===== config.mk =====
export PLATFORM = sky130hd
export DESIGN_NAME = logic_unit_arbiter_flat
export DESIGN_NICKNAME = d
export VERILOG_FILES = /design/src/rtl/logic_unit_arbiter_if.sv /design/src/rtl/logic_unit_arbiter.sv /design/src/flat_wrapper.sv
export SDC_FILE = /design/constraint.sdc
export NUM_CORES = 1
export LEC_CHECK = 0
export ABC_AREA = 1
export CORE_ASPECT_RATIO = 1.5
export CORE_MARGIN = 8
export CORE_UTILIZATION = 51
export CTS_CLUSTER_SIZE = 20
export DETAILED_ROUTE_END_ITERATION = 8
export GPL_ROUTABILITY_DRIVEN = 0
export PLACE_DENSITY = 0.83
export SYNTH_ARGS = -nofsm -noshare
export SYNTH_HDL_FRONTEND = slang
export SYNTH_SLANG_ARGS = --single-unit

===== constraint.sdc =====
create_clock -name clock -period 3.1 [get_ports clock]
set_input_delay 0.62 -clock clock [delete_from_list [all_inputs] [get_ports clock]]
set_output_delay 0.62 -clock clock [all_outputs]
set_load 0.005 [all_outputs]

===== src/rtl/logic_unit_arbiter_if.sv =====
// Request/response bundle for the shared bitwise logic unit.
// The master side is the issue logic; the slave side is the arbiter.
interface logic_unit_arbiter_if #(
  parameter int unsigned WIDTH = 32,
  parameter int unsigned CNT_W = 16
);
  logic             req0_valid;
  logic             req0_ready;
  logic [1:0]       req0_op;
  logic [WIDTH-1:0] req0_a;
  logic [WIDTH-1:0] req0_b;

  logic             req1_valid;
  logic             req1_ready;
  logic [1:0]       req1_op;
  logic [WIDTH-1:0] req1_a;
  logic [WIDTH-1:0] req1_b;

  logic             resp_valid;
  logic             resp_ready;
  logic [WIDTH-1:0] resp_data;
  logic             resp_id;

  logic [CNT_W-1:0] grant_cnt0;
  logic [CNT_W-1:0] grant_cnt1;

  modport master (
    output req0_valid, req0_op, req0_a, req0_b,
    output req1_valid, req1_op, req1_a, req1_b,
    output resp_ready,
    input  req0_ready, req1_ready,
    input  resp_valid, resp_data, resp_id,
    input  grant_cnt0, grant_cnt1
  );

  modport slave (
    input  req0_valid, req0_op, req0_a, req0_b,
    input  req1_valid, req1_op, req1_a, req1_b,
    input  resp_ready,
    output req0_ready, req1_ready,
    output resp_valid, resp_data, resp_id,
    output grant_cnt0, grant_cnt1
  );
endinterface


===== src/rtl/logic_unit_arbiter.sv =====
// Round-robin arbiter sharing one bitwise logic unit (NOT/AND/OR/XOR) between two
// requesters, with a single registered response slot that supports backpressure.
module logic_unit_arbiter #(
  parameter int unsigned WIDTH = 32,
  parameter int unsigned CNT_W = 16
) (
  input logic                  clock,
  input logic                  reset,
  logic_unit_arbiter_if.slave  bus
);

  typedef enum logic [0:0] {StEmpty, StFull} state_e;

  localparam logic [1:0] OpNot = 2'b00;
  localparam logic [1:0] OpAnd = 2'b01;
  localparam logic [1:0] OpOr  = 2'b10;
  localparam logic [1:0] OpXor = 2'b11;

  state_e           state_q, state_d;
  logic [WIDTH-1:0] data_q, data_d;
  logic             id_q, id_d;
  logic             prio_q, prio_d;
  logic [CNT_W-1:0] cnt0_q, cnt0_d;
  logic [CNT_W-1:0] cnt1_q, cnt1_d;

  logic             slot_free;
  logic             grant_id;
  logic             ready0;
  logic             ready1;
  logic             accept;
  logic [1:0]       sel_op;
  logic [WIDTH-1:0] sel_a;
  logic [WIDTH-1:0] sel_b;
  logic [WIDTH-1:0] result;

  always_comb begin
    slot_free = (state_q == StEmpty) || bus.resp_ready;

    // Contention resolves to the pointer holder; a lone requester always wins.
    if (bus.req0_valid && bus.req1_valid) begin
      grant_id = prio_q;
    end else begin
      grant_id = bus.req1_valid;
    end

    // Readies are held low for the whole time reset is asserted, not just at edges.
    ready0 = reset && slot_free && !grant_id && bus.req0_valid;
    ready1 = reset && slot_free &&  grant_id && bus.req1_valid;
    accept = ready0 || ready1;
  end

  always_comb begin
    sel_op = grant_id ? bus.req1_op : bus.req0_op;
    sel_a  = grant_id ? bus.req1_a  : bus.req0_a;
    sel_b  = grant_id ? bus.req1_b  : bus.req0_b;

    result = '0;
    unique case (sel_op)
      OpNot:   result = ~sel_a;
      OpAnd:   result = sel_a & sel_b;
      OpOr:    result = sel_a | sel_b;
      OpXor:   result = sel_a ^ sel_b;
      default: result = '0;
    endcase
  end

  always_comb begin
    state_d = state_q;
    data_d  = data_q;
    id_d    = id_q;
    prio_d  = prio_q;
    cnt0_d  = cnt0_q;
    cnt1_d  = cnt1_q;

    unique case (state_q)
      StEmpty: begin
        if (accept) begin
          state_d = StFull;
        end
      end
      StFull: begin
        if (accept) begin
          state_d = StFull;
        end else if (bus.resp_ready) begin
          state_d = StEmpty;
        end
      end
      default: state_d = StEmpty;
    endcase

    if (accept) begin
      data_d = result;
      id_d   = grant_id;
      prio_d = ~grant_id;
    end

    if (ready0 && (cnt0_q != '1)) begin
      cnt0_d = cnt0_q + CNT_W'(1);
    end
    if (ready1 && (cnt1_q != '1)) begin
      cnt1_d = cnt1_q + CNT_W'(1);
    end
  end

  always_ff @(posedge clock or negedge reset) begin
    if (!reset) begin
      state_q <= StEmpty;
      data_q  <= '0;
      id_q    <= 1'b0;
      prio_q  <= 1'b0;
      cnt0_q  <= '0;
      cnt1_q  <= '0;
    end else begin
      state_q <= state_d;
      data_q  <= data_d;
      id_q    <= id_d;
      prio_q  <= prio_d;
      cnt0_q  <= cnt0_d;
      cnt1_q  <= cnt1_d;
    end
  end

  assign bus.req0_ready = ready0;
  assign bus.req1_ready = ready1;
  assign bus.resp_valid = (state_q == StFull);
  assign bus.resp_data  = data_q;
  assign bus.resp_id    = id_q;
  assign bus.grant_cnt0 = cnt0_q;
  assign bus.grant_cnt1 = cnt1_q;

endmodule

===== src/flat_wrapper.sv =====
// flat-port wrapper written by rule: the top's interface ports become plain ports
module logic_unit_arbiter_flat 
#(
  parameter int unsigned WIDTH = 32,
  parameter int unsigned CNT_W = 16
)
  (clock, reset, bus_req0_valid, bus_req0_op, bus_req0_a, bus_req0_b, bus_req1_valid, bus_req1_op, bus_req1_a, bus_req1_b, bus_resp_ready, bus_req0_ready, bus_req1_ready, bus_resp_valid, bus_resp_data, bus_resp_id, bus_grant_cnt0, bus_grant_cnt1);
  logic_unit_arbiter_if #(.WIDTH(WIDTH), .CNT_W(CNT_W)) bus_i ();
  input logic clock;
  input logic reset;
  input wire logic [$bits(bus_i.req0_valid)-1:0] bus_req0_valid;
  input wire logic [$bits(bus_i.req0_op)-1:0] bus_req0_op;
  input wire logic [$bits(bus_i.req0_a)-1:0] bus_req0_a;
  input wire logic [$bits(bus_i.req0_b)-1:0] bus_req0_b;
  input wire logic [$bits(bus_i.req1_valid)-1:0] bus_req1_valid;
  input wire logic [$bits(bus_i.req1_op)-1:0] bus_req1_op;
  input wire logic [$bits(bus_i.req1_a)-1:0] bus_req1_a;
  input wire logic [$bits(bus_i.req1_b)-1:0] bus_req1_b;
  input wire logic [$bits(bus_i.resp_ready)-1:0] bus_resp_ready;
  output wire logic [$bits(bus_i.req0_ready)-1:0] bus_req0_ready;
  output wire logic [$bits(bus_i.req1_ready)-1:0] bus_req1_ready;
  output wire logic [$bits(bus_i.resp_valid)-1:0] bus_resp_valid;
  output wire logic [$bits(bus_i.resp_data)-1:0] bus_resp_data;
  output wire logic [$bits(bus_i.resp_id)-1:0] bus_resp_id;
  output wire logic [$bits(bus_i.grant_cnt0)-1:0] bus_grant_cnt0;
  output wire logic [$bits(bus_i.grant_cnt1)-1:0] bus_grant_cnt1;
  assign bus_i.req0_valid = bus_req0_valid;
  assign bus_i.req0_op = bus_req0_op;
  assign bus_i.req0_a = bus_req0_a;
  assign bus_i.req0_b = bus_req0_b;
  assign bus_i.req1_valid = bus_req1_valid;
  assign bus_i.req1_op = bus_req1_op;
  assign bus_i.req1_a = bus_req1_a;
  assign bus_i.req1_b = bus_req1_b;
  assign bus_i.resp_ready = bus_resp_ready;
  assign bus_req0_ready = bus_i.req0_ready;
  assign bus_req1_ready = bus_i.req1_ready;
  assign bus_resp_valid = bus_i.resp_valid;
  assign bus_resp_data = bus_i.resp_data;
  assign bus_resp_id = bus_i.resp_id;
  assign bus_grant_cnt0 = bus_i.grant_cnt0;
  assign bus_grant_cnt1 = bus_i.grant_cnt1;
  logic_unit_arbiter #(.WIDTH(WIDTH), .CNT_W(CNT_W)) u_core (.clock(clock), .reset(reset), .bus(bus_i));
endmodule

==> flow_summary.toml <==
[routing]
ant_nets = 0
wl_per_cell_um = 13.7
drt_iter0_drc = 228
wl_um = 17500
drc_errors = 0
dr.pass1.iters = 4
viasPerCell = 4.89
vias = 6273

[clock_tree]
cts_buffer_depth = 2
cts_hold_buf = 0
cts_tree = "built"
cts_resized = 0
clk_pin_slew_ps = 60
numClockSinks = 67
cts_buffers = 9
cts_setup_buffers = 0
cts_root_buf = "clkbuf_16"
clk_latency_ps = 330
htreeDepth = 3

[synthesis]
ys.flop_type = "dfrtp_1"
synthTopCellsByArea = "dfrtp_1 27%, nand2_1 14%, ha_1 13%, inv_1 9.8%, nor2_1 4.8%"
ys_types = 31
syn_area_per_cell_sq_um = 6.79
ys_seq_area_frac = 0.266
yosysTopAreaCell = "dfrtp_1"
ys_warn_count = 0
synth_edf_count = 0
syn-cell-area_sq_um = 6310
postSynth.asyncResetShare = 1.00
synth_seq_cells = 67
synth_common_cells = "241 x nand2_1, 165 x inv_1, 81 x nor2_1, 67 x dfrtp_1, 66 x ha_1"
syn_nets = 1133
netlist_instances = 930
synth.top_cell.area_share = 0.266
yosysMostFrequentCell = "nand2_1"

[timing]
finalMaxSlewViolations = 0
worst_clock_skew_ps = 7.30
tightest_slew_ps = 918
period_share = 0.918
timing.final.hold_violations = 0
tns_ps = 0
fmax_mhz = 352
setup_viol = 0
min_period_ps = 2840
max_slew_margin = 0.387
rsz0062_at_grt = "false"

[layout]
regArea_sq_um = 1680
nNetsFinal = 1323
fill_cells = 1057
area.growth.synth_to_final_pct = 38.1
final_util = 0.711
drive_gt1_frac = 0.0933
multiInputGateArea_sq_um = 3770
postLayoutCellArea_sq_um = 8720
fin_cells = 1282

[global_route]
grt_pass1_vias = 6109
grt_util_met1 = 0.225
grt_max_degree = 68
grt_usage = 0.215
busiest_layer = "met2"
grt_util_met3 = 0.0521
grt_overflow = 0
grt_pass1_wl_um = 28800
antenna_found_initial = 0
grt_util_met2 = 0.392

[setup_path]
cp.buffers_inverters = 3
r2r_start = "u_core.prio_q$_DFFE_PN0P_"
start_kind = "input port"
critPathMaxStageDelay_ps = 530
critPathKind = "input port to output pin"
r2r_setup_slack_ps = 920
required_ps = 2480
crit_slowest_cell = "clkdlybuf4s50_1"
crit_family = "buffers and inverters"
cp.arrival_ps = 2220
worst-path-max-fanout = 34
worstRegToRegCells = 12
crit_path_end_kind = "output pin"
crit_chain = "clkdlybuf4s50_1 > nand2_4 > nand2_4 > inv_4 > nor2_4 > clkdlybuf4s50_1"
reg2reg_to = "u_core.bus.resp_data[19]$_DFFE_PN0P_"

[floorplanning]
start_util = 0.515
core_sq_um = 12300
die_w_um = 107
die_h_um = 152
die_area_sq_um = 16300
pin_count = 205
row_count = 50

[power]
p_leak_nw = 4.35
ir_worst_vdd_mv = 0.274
power.total_mw = 4.30
power_density_nw_per_um2 = 493

[place]
post-place-cells = 1265
place_area_sq_um = 8410
place_hpwl_um = 13800
io_buffers = 204

[flow_run]
drv_cap = 0

[outcome]
run_status = "completed"

[hold_path]
hold_end = "u_core.bus.resp_data[16]$_DFFE_PN0P_"
min-delay-start = "u_core.bus.resp_data[16]$_DFFE_PN0P_"
worstHoldPathCells = 2
min-delay-path-class = "register to register"
==> sequential cells by signal, summed over array words and instances (netlist names) <==
signal                 flops
u_core.prio_q              1
u_core.bus.resp_data      32
u_core.bus.resp_id         1
u_core.bus.grant_cnt1     16
u_core.bus.resp_valid      1
u_core.bus.grant_cnt0     16
==> cell usage in the layout, fill, tap and decap left out, drive strengths merged <==
cell type      netlist  routed
clkdlybuf4s50        0     203
a21oi                2       2
clkinv               0       4
nand3b               3       3
clkbuf               6      10
xor2                25      25
o21ai               70      70
nor2                91      91
xnor2                2       2
diode                0       1
or2                 32      32
nand2              260     260
nor3                12      12
ha                  66      66
nand4               10      10
bufinv               0       1
dfrtp               67      67
nand3               60      60
buf                 32      14
clkinvlp             0       1
o21a                24      24
inv                168     168
==> cell families after synthesis <==
kind of cell / synth area share
adder cells (fa/ha/maj): 0.131
AND/OR/NAND/NOR: 0.342
XOR/XNOR: 0.0374
AO/OA/AOI/OAI: 0.0862
flip-flops: 0.266
buffers and inverters: 0.138
==> layout make-up <==
class | instances | share of cell area
flip-flops and latches | 67 | 0.192
clock buffers | 10 | 0.0274
clock inverters | 6 | 0.00746
diodes | 1 | 0.000287
inverters | 168 | 0.0726
well taps | 156 | 0.0224
multi-input cells | 657 | 0.433
repair buffers | 217 | 0.245
==> worst max path at each step <==
| stage | endpoint | start | depth (start not counted) | slack, ps |
|---|---|---|---|---|
| final | bus_req0_ready | bus_req0_valid | 6 | 260 |
| after global routing | bus_req0_ready | bus_req0_valid | 6 | 180 |
| after CTS | bus_req0_ready | bus_req0_valid | 6 | 260 |
| after detailed placement | u_core.bus.resp_data[23]$_DFFE_PN0P_ | bus_req1_valid | 11 | 170 |
| after global placement | u_core.bus.resp_data[8]$_DFFE_PN0P_ | bus_req1_valid | 12 | 240 |
| after floorplan | u_core.bus.resp_data[2]$_DFFE_PN0P_ | bus_req0_valid | 13 | 960 |
==> worst reg2reg max path, cell delays in order, from the launching register on <==
cell and delay (ps):
dfrtp_1 380, inv_1 90, nand2_4 70, nand2_4 130, buf_4 370, nand2_1 120, nand2_2 240, nor2_2 150
buf_4 210, nand2_1 90, nand2_1 60, nor2_1 120, nor2_1 60
==> stage by stage <==
| step | worst slack (ps) | hold WS (ps) |
|---|---|---|
| after detailed placement | 173 | 465 |
| after CTS | 259 | 480 |
| final | 255 | 480 |
| after global routing | 175 | 504 |
| after floorplan | 956 | 324 |
| after global placement | 238 | 462 |
==> layer usage <==
layer / up-vias / wire (um)
li1: 3223 / -
met1: 2851 / 6640
met2: 172 / 9310
met3: 27 / 1060
met4: 0 / 507
met5: - / 0
==> power by group <==
group,switching [mW],internal (mW)
registers,0.210,1.12
clock network,0.403,0.644
logic,0.927,0.994
Power figures use the tool's default switching activity.
